### config.mk
export PLATFORM = sky130hd
export DESIGN_NAME = ex_mdu_stage
export DESIGN_NICKNAME = d
export VERILOG_FILES = /design/src/rtl/ex_mdu_stage.sv
export SDC_FILE = /design/constraint.sdc
export NUM_CORES = 2
export LEC_CHECK = 0
export CAP_MARGIN = 20
export CORE_UTILIZATION = 61
export CTS_CLUSTER_DIAMETER = 120
export DETAILED_ROUTE_END_ITERATION = 8
export PLACE_DENSITY = 0.85
export SKIP_LAST_GASP = 1
export SYNTH_ARGS = -nofsm -noshare
export SYNTH_HDL_FRONTEND = slang
export SYNTH_SLANG_ARGS = --single-unit
### constraint.sdc
create_clock -name clk_i -period 1.7 [get_ports clk_i]
set_input_delay 0.51 -clock clk_i [delete_from_list [all_inputs] [get_ports clk_i]]
set_output_delay 0.51 -clock clk_i [all_outputs]
set_load 0.05 [all_outputs]
### src/rtl/ex_mdu_stage.sv
`default_nettype none
// +------------------------------------------------------------------------+
// | ex_mdu_stage: RV32M EX-stage multiply/divide unit with forwarded       |
// | operands. Divider is built only when EX_MDU_DIV_EN is defined.         |
// | Revision: 1.0                                                          |
// +------------------------------------------------------------------------+
module ex_mdu_stage #(
  parameter int XLEN = 32
) (
  input  logic            clk_i,
  input  logic            rst_i,
  input  logic            valid_i,
  input  logic [2:0]      funct3_i,
  input  logic [XLEN-1:0] id_ex_rs1_data_i,
  input  logic [XLEN-1:0] id_ex_rs2_data_i,
  input  logic [XLEN-1:0] ex_mm_result_i,
  input  logic [XLEN-1:0] mm_wb_result_i,
  input  logic [1:0]      forward_a_i,
  input  logic [1:0]      forward_b_i,
  input  logic            flush_i,
  output logic            busy_o,
  output logic [XLEN-1:0] result_o,
  output logic            result_valid_o,
  output logic            illegal_o
);

  logic [XLEN-1:0] op_a, op_b;
  logic            accept;
  logic            busy;
  logic [XLEN-1:0] result_q, result_d;
  logic            result_valid_q, result_valid_d;
  logic [63:0]     mul_a, mul_b, mul_prod;
  logic [XLEN-1:0] mul_res;

  always_comb begin
    case (forward_a_i)
      2'b10:   op_a = ex_mm_result_i;
      2'b01:   op_a = mm_wb_result_i;
      default: op_a = id_ex_rs1_data_i;
    endcase
    case (forward_b_i)
      2'b10:   op_b = ex_mm_result_i;
      2'b01:   op_b = mm_wb_result_i;
      default: op_b = id_ex_rs2_data_i;
    endcase
  end

  assign accept = valid_i && !busy && !flush_i;

  // Low 64 bits of the extended product are exact for every signedness mix.
  always_comb begin
    mul_a    = {{(64-XLEN){(funct3_i[1:0] != 2'b11) & op_a[XLEN-1]}}, op_a};
    mul_b    = {{(64-XLEN){!funct3_i[1] & op_b[XLEN-1]}}, op_b};
    mul_prod = mul_a * mul_b;
    mul_res  = (funct3_i[1:0] == 2'b00) ? mul_prod[31:0] : mul_prod[63:32];
  end

`ifdef EX_MDU_DIV_EN
  typedef enum logic [1:0] {IDLE = 2'd0, DIV = 2'd1, DONE = 2'd2} state_e;

  state_e          state_q, state_d;
  logic [4:0]      cnt_q, cnt_d;
  logic [XLEN-1:0] quo_q, quo_d, rem_q, rem_d, dvsr_q, dvsr_d;
  logic            neg_quo_q, neg_quo_d, neg_rem_q, neg_rem_d;
  logic            want_rem_q, want_rem_d;
  logic [XLEN:0]   shifted;
  logic [XLEN-1:0] quo_nxt, rem_nxt, quo_fin, rem_fin;
  logic            is_signed;
  logic [XLEN-1:0] abs_a, abs_b;

  assign busy = (state_q == DIV);

  always_comb begin
    shifted   = {rem_q, quo_q[XLEN-1]};
    if (shifted >= {1'b0, dvsr_q}) begin
      rem_nxt = XLEN'(shifted - {1'b0, dvsr_q});
      quo_nxt = {quo_q[XLEN-2:0], 1'b1};
    end else begin
      rem_nxt = shifted[XLEN-1:0];
      quo_nxt = {quo_q[XLEN-2:0], 1'b0};
    end
    quo_fin   = neg_quo_q ? -quo_nxt : quo_nxt;
    rem_fin   = neg_rem_q ? -rem_nxt : rem_nxt;
    is_signed = !funct3_i[0];
    abs_a     = (is_signed && op_a[XLEN-1]) ? -op_a : op_a;
    abs_b     = (is_signed && op_b[XLEN-1]) ? -op_b : op_b;
  end

  always_comb begin
    state_d        = state_q;
    cnt_d          = cnt_q;
    quo_d          = quo_q;
    rem_d          = rem_q;
    dvsr_d         = dvsr_q;
    neg_quo_d      = neg_quo_q;
    neg_rem_d      = neg_rem_q;
    want_rem_d     = want_rem_q;
    result_d       = result_q;
    result_valid_d = 1'b0;
    if (flush_i) begin
      state_d = IDLE;
      cnt_d   = '0;
    end else if (state_q == DIV) begin
      quo_d = quo_nxt;
      rem_d = rem_nxt;
      if (cnt_q == 5'd0) begin
        state_d        = DONE;
        result_valid_d = 1'b1;
        result_d       = want_rem_q ? rem_fin : quo_fin;
      end else begin
        cnt_d = cnt_q - 5'd1;
      end
    end else begin
      state_d = IDLE;
      if (accept) begin
        if (!funct3_i[2]) begin
          result_d       = mul_res;
          result_valid_d = 1'b1;
        end else if (op_b == '0) begin
          result_d       = funct3_i[1] ? op_a : '1;
          result_valid_d = 1'b1;
        end else if (is_signed && op_a == {1'b1, {(XLEN-1){1'b0}}} && op_b == '1) begin
          result_d       = funct3_i[1] ? '0 : {1'b1, {(XLEN-1){1'b0}}};
          result_valid_d = 1'b1;
        end else begin
          state_d    = DIV;
          cnt_d      = 5'd31;
          quo_d      = abs_a;
          rem_d      = '0;
          dvsr_d     = abs_b;
          neg_quo_d  = is_signed && (op_a[XLEN-1] ^ op_b[XLEN-1]);
          neg_rem_d  = is_signed && op_a[XLEN-1];
          want_rem_d = funct3_i[1];
        end
      end
    end
  end

  always_ff @(posedge clk_i or posedge rst_i) begin
    if (rst_i) begin
      state_q    <= IDLE;
      cnt_q      <= '0;
      quo_q      <= '0;
      rem_q      <= '0;
      dvsr_q     <= '0;
      neg_quo_q  <= 1'b0;
      neg_rem_q  <= 1'b0;
      want_rem_q <= 1'b0;
    end else begin
      state_q    <= state_d;
      cnt_q      <= cnt_d;
      quo_q      <= quo_d;
      rem_q      <= rem_d;
      dvsr_q     <= dvsr_d;
      neg_quo_q  <= neg_quo_d;
      neg_rem_q  <= neg_rem_d;
      want_rem_q <= want_rem_d;
    end
  end

  assign illegal_o = 1'b0;
`else
  logic illegal_q, illegal_d;

  assign busy = 1'b0;

  always_comb begin
    result_d       = result_q;
    result_valid_d = 1'b0;
    illegal_d      = 1'b0;
    if (accept) begin
      result_valid_d = 1'b1;
      if (funct3_i[2]) begin
        result_d  = '0;
        illegal_d = 1'b1;
      end else begin
        result_d  = mul_res;
      end
    end
  end

  always_ff @(posedge clk_i or posedge rst_i) begin
    if (rst_i) illegal_q <= 1'b0;
    else       illegal_q <= illegal_d;
  end

  assign illegal_o = illegal_q;
`endif

  always_ff @(posedge clk_i or posedge rst_i) begin
    if (rst_i) begin
      result_q       <= '0;
      result_valid_q <= 1'b0;
    end else begin
      result_q       <= result_d;
      result_valid_q <= result_valid_d;
    end
  end

  assign busy_o         = busy;
  assign result_o       = result_q;
  assign result_valid_o = result_valid_q;

endmodule
`default_nettype wire

==> reports/qor.yml, run 1 <==
cts_root_buf: "clkbuf_16"
ys.flop_type: "dfrtp_1"
endpoint_type: "sequential cell input"
dp_hpwl_um: 132300
synth-compound-area-share_pct: 7.664
grt_max_degree: 35
grt.total_usage_pct: 76.85
postSynthCellCount: 4617
synthArstFlopShare_pct: 100.0
synthAdderAreaFrac_pct: 62.73
lastStage: "5_1_grt"
muxShareOfSynthArea_pct: 0.04978
grt_overflow_total: 600
gp_congestion: 1.092
placed_cell_area_mm2: 0.04997
io_pins: 174
synth_top_family_by_area: "adder cells"
start_util_pct: 62.04
synth_nets: 6097
fp-row-count: 93
grt_worst_setup_endpoint: "result_o[29]$_DFFE_PP0P_/D"
outcome: "did not finish"
holdBufCountCts: 0
h-tree-depth: 2
stop_error: "[ERROR GRT-0232] Routing congestion too high. Check the congestion heatmap in the GUI."
dp_cells: 6178
die_w_um: 258.8
synthSimpleGateAreaFrac_pct: 13.05
syn_avg_cell_area_um2: 8.710
yosysSeqAreaShare_pct: 2.116
cts_max_path_buffers: 2
io_buffer_count: 172
yosysUniqueCellTypes: 75
cts_buffers: 5
cts_sinks: 34
ys_ff_latch: 34
die_h_um: 258.8
netlist_area_mm2: 0.04021
synth_xor_area_share_pct: 1.438
yosysWarnings: 0
synth_edf_count: 0
cell usage after synthesis, drive strengths merged, types with 5 or more instances:
master | n | area share (%)
a21o | 27 | 0.51
o211ai | 12 | 0.22
o31ai | 5 | 0.093
clkbuf | 215 | 2.0
a22o | 8 | 0.17
nand2b | 9 | 0.14
xor2 | 15 | 0.33
a31oi | 10 | 0.16
inv | 1139 | 11
nor2 | 412 | 3.9
nor2b | 5 | 0.078
dfrtp | 34 | 2.1
buf | 23 | 0.28
nand4 | 9 | 0.14
nand3 | 17 | 0.21
nor3 | 12 | 0.15
o21a | 72 | 1.3
a21boi | 7 | 0.13
o21bai | 9 | 0.17
fa | 1125 | 56
and3 | 19 | 0.30
a22oi | 75 | 1.4
a211oi | 10 | 0.20
o21ai | 122 | 1.5
ha | 216 | 6.7
xnor2 | 51 | 1.1
nand2 | 817 | 7.6
a21oi | 72 | 0.91
and2 | 17 | 0.26
per-layer routing:
metal | GRT overflow | global-route usage [%]
met1 | 27 | 75.50
met2 | 360 | 92.97
met3 | 30 | 63.39
met4 | 183 | 75.02
met5 | 0 | 43.02
cells by family after synthesis:
family,Yosys count
buffers and inverters,1377
adders and majority gates,1341
and+or+nand+nor,1332
AOI/OAI and AO/OA,464
xor gates and xnor gates,66
DFF,34
muxes,2
other,1
through the flow:
step	setup TNS, ns	hold slack (ns)	setup slack [ns]
2_1_floorplan	-201.74	0.6360	-6.555
3_3_place_gp	-245.80	0.5330	-8.010
3_5_place_dp	-250.62	0.5449	-8.154
4_1_cts	-209.51	0.5619	-6.777
repair_timing:
item,in CTS
endpoints found under the setup margin,32
resized for setup,238
pin swaps,85
setup buffers,92
cloned,7
hold endpoints to repair,0
==> inputs of run 2 (changes only) <==
--- a/config.mk
+++ b/config.mk
@@ -6,10 +6,9 @@
 export NUM_CORES = 2
 export LEC_CHECK = 0
 export CAP_MARGIN = 20
-export CORE_UTILIZATION = 61
-export CTS_CLUSTER_DIAMETER = 120
+export CORE_UTILIZATION = 40
 export DETAILED_ROUTE_END_ITERATION = 8
-export PLACE_DENSITY = 0.85
+export PLACE_DENSITY_LB_ADDON = 0.15
 export SKIP_LAST_GASP = 1
 export SYNTH_ARGS = -nofsm -noshare
 export SYNTH_HDL_FRONTEND = slang
==> reports/qor.yml, run 2 <==
h-tree-depth: 2  # unchanged
fin_skew_ns: 0
grt_max_degree: 35
largest_reg_flops: 32
syn_avg_cell_area_um2: 8.710  # unchanged
yosysMostFrequentCell: "inv_1"
ys.flop_type: "dfrtp_1"
yosysWarnings: 0  # unchanged
path_clk_slew_ns: 0.06
ys_ff_latch: 34  # unchanged
yosysSeqAreaShare_pct: 2.116  # unchanged
relSlewSlack_pct: 60.27
io_buffer_count: 172  # unchanged
synth_commonest_cells: "1,139 x inv_1, 1,125 x fa_1, 817 x nand2_1"
setup_viol: 32
required_ns: 1.88
fin_tns_setup_ns: -210.68
synthTopCellsByArea: "fa_1 56%, inv_1 11%, nand2_1 7.6%"
min_period_over_period_pct: 503.7
insertion_delay_ns: 0.28
fillers: 8979
core-area_mm2: 0.09899
holdBufCountCts: 0  # unchanged
die_w_um: 319.1  # +23%
cts_buffers: 5  # unchanged
hold_viol_final: 0
synth_top_family_by_area: "adder cells"
nNetsFinal: 7016
fin_ws_ns: -6.863
startpoint: "forward_a_i[1]"
cp_max_fo: 8
reg2reg_depth: 2
violations: "setup timing"
routedLengthMet1_um: 65090
r2r-end: "result_o[30]$_DFFE_PP0P_"
grt_pass1_vias: 37170
cp-start-kind: "input pin"
io_pins: 174  # unchanged
hold_path_depth: 1
final_util_pct: 55.95
synth_xor_area_share_pct: 1.438  # unchanged
slew_violations: 0
muxShareOfSynthArea_pct: 0.04978  # unchanged
drt-total-wl_um: 161000
drc: 0
netlist_area_mm2: 0.04021  # unchanged
rsz0062_at_grt: "true"
die_h_um: 319.1  # +23%
min_from: "result_o[6]$_DFFE_PP0P_"
top_layer: "met5"
routed_via_density: 5.186
grt_overflow_total: 0
synthArstFlopShare_pct: 100.0  # unchanged
cts_root_buf: "clkbuf_16"
dp_hpwl_um: 135400  # +2.3%
layout_common_cells: "1,080 x inv_1, 1,068 x fa_1, 759 x nand2_1"
die_area_mm2: 0.1018
ant_nets: 0
synth_top_area_share_pct: 56.01  # unchanged
maxCapViolations: 0
rr_startpoint: "result_o[30]$_DFFE_PP0P_"
critPathSlowestCell: "fa_1"
first_pass_iters: 6
postSynthCellCount: 4617  # unchanged
antennaDiodeCount: 0
yosysUniqueCellTypes: 75  # unchanged
synth_edf_count: 0  # unchanged
cp_common_cell: "fa_1"
synthToLayoutAreaGrowth_pct: 37.73
synthSimpleGateAreaFrac_pct: 13.05  # unchanged
hold_ws_ns: 0.5664
drive_gt1_share_pct: 26.49
cts_max_path_buffers: 2  # unchanged
vias: 35390
critPathArrivalTime_ns: 8.75
critPathCapture: "result_o[31]$_DFFE_PP0P_"
grt.total_usage_pct: 31.70
cts_sinks: 34  # unchanged
routedWlPerCell_um: 23.60
synth-compound-area-share_pct: 7.664  # unchanged
fp-row-count: 115  # +24%
gp_congestion: 1.039  # -4.9%
antenna_found_initial: 1
outcome: "finished, violations left"
synth_area_leader_cell: "fa_1"
worst_slew_pin_slew_ns: 0.5897
end_kind: "flip-flop"
hold_class: "flip-flop to flip-flop"
slowest_delay_ns: 0.63
synth_nets: 6097  # unchanged
drt_iter0_drc: 3037
wl_met3_um: 16400
start_util_pct: 40.62  # -21 points
mostFrequentLayoutCell: "inv_1"
finalCriticalPeriod_ns: 8.563
synthAdderAreaFrac_pct: 62.73  # unchanged
grt_pass1_wl_um: 237800
critical_path_class: "input pin to flip-flop"
cts_tree: "done"
fmax_ghz: 0.1168
dr_wl_met2_um: 72810
r2r_slack_ns: 0.60
==> run 2: what timing repair did <==
item | CTS | global route
pin swaps | 103 | 190
buffers inserted | 94 | 88
endpoints found under the setup margin | 32 | 33
gates cloned | 16 | 9
gates resized for setup | 226 | 366
==> run 2: layout make-up <==
cell class	count	area (um^2)	share of cell area (%)
sequential	34	850.8	1.536
clock buffer	5	125.1	0.2259
inverter	1139	4297	7.758
tap	1287	1610	2.907
timing repair buffer	1150	12040	21.74
clock inverter	3	68.82	0.1242
multi-input combinational	3206	36390	65.71
==> run 2: logic make-up after synthesis <==
family | Yosys count
AO/OA/AOI/OAI | 464
adder cells (fa/ha/maj) | 1341
other | 1
multiplexers | 2
AND/OR/NAND/NOR | 1332
buffers and inverters | 1377
flip-flops | 34
XOR/XNOR | 66
==> run 2: worst max-delay path, delay by kind of cell <==
kind,cells,cell delay [ns]
AO/OA/AOI/OAI,8,1.55
adder cells (fa/ha/maj),10,4.90
buffers and inverters,11,1.48
AND/OR/NAND/NOR,2,0.28
==> run 2: how the worst min path moves through the flow <==
stage / slack, ns / to
after detailed placement: 0.56 / result_o[0]$_DFFE_PP0P_
final: 0.57 / result_o[6]$_DFFE_PP0P_
after CTS: 0.57 / result_o[6]$_DFFE_PP0P_
after global placement: 0.55 / result_o[9]$_DFFE_PP0P_
after floorplan: 0.64 / illegal_o$_DFF_PP0_
after global routing: 0.59 / result_o[3]$_DFFE_PP0P_
==> run 2: per-stage QoR <==
step / worst slack (ns) / cells / instance area, um^2
3_5_place_dp: -7.813 / 6617 / 50670
6_report: -6.863 / 6824 / 55390
3_3_place_gp: -7.828 / 6617 / 50670
4_1_cts: -6.981 / 6735 / 53150
5_1_grt: -7.025 / 6824 / 55390
2_1_floorplan: -6.555 / 4617 / 40890
==> run 2: metal layers <==
metal	track usage [%]	vias to the layer above
met4	9.306	4
met2	49.95	1633
met3	7.697	305
met5	0	-
met1	43.32	18120
li1	-	15320
Power of run 2 is not shown: default switching activity piles up to over one toggle a cycle in this logic, so the estimate is an artifact.
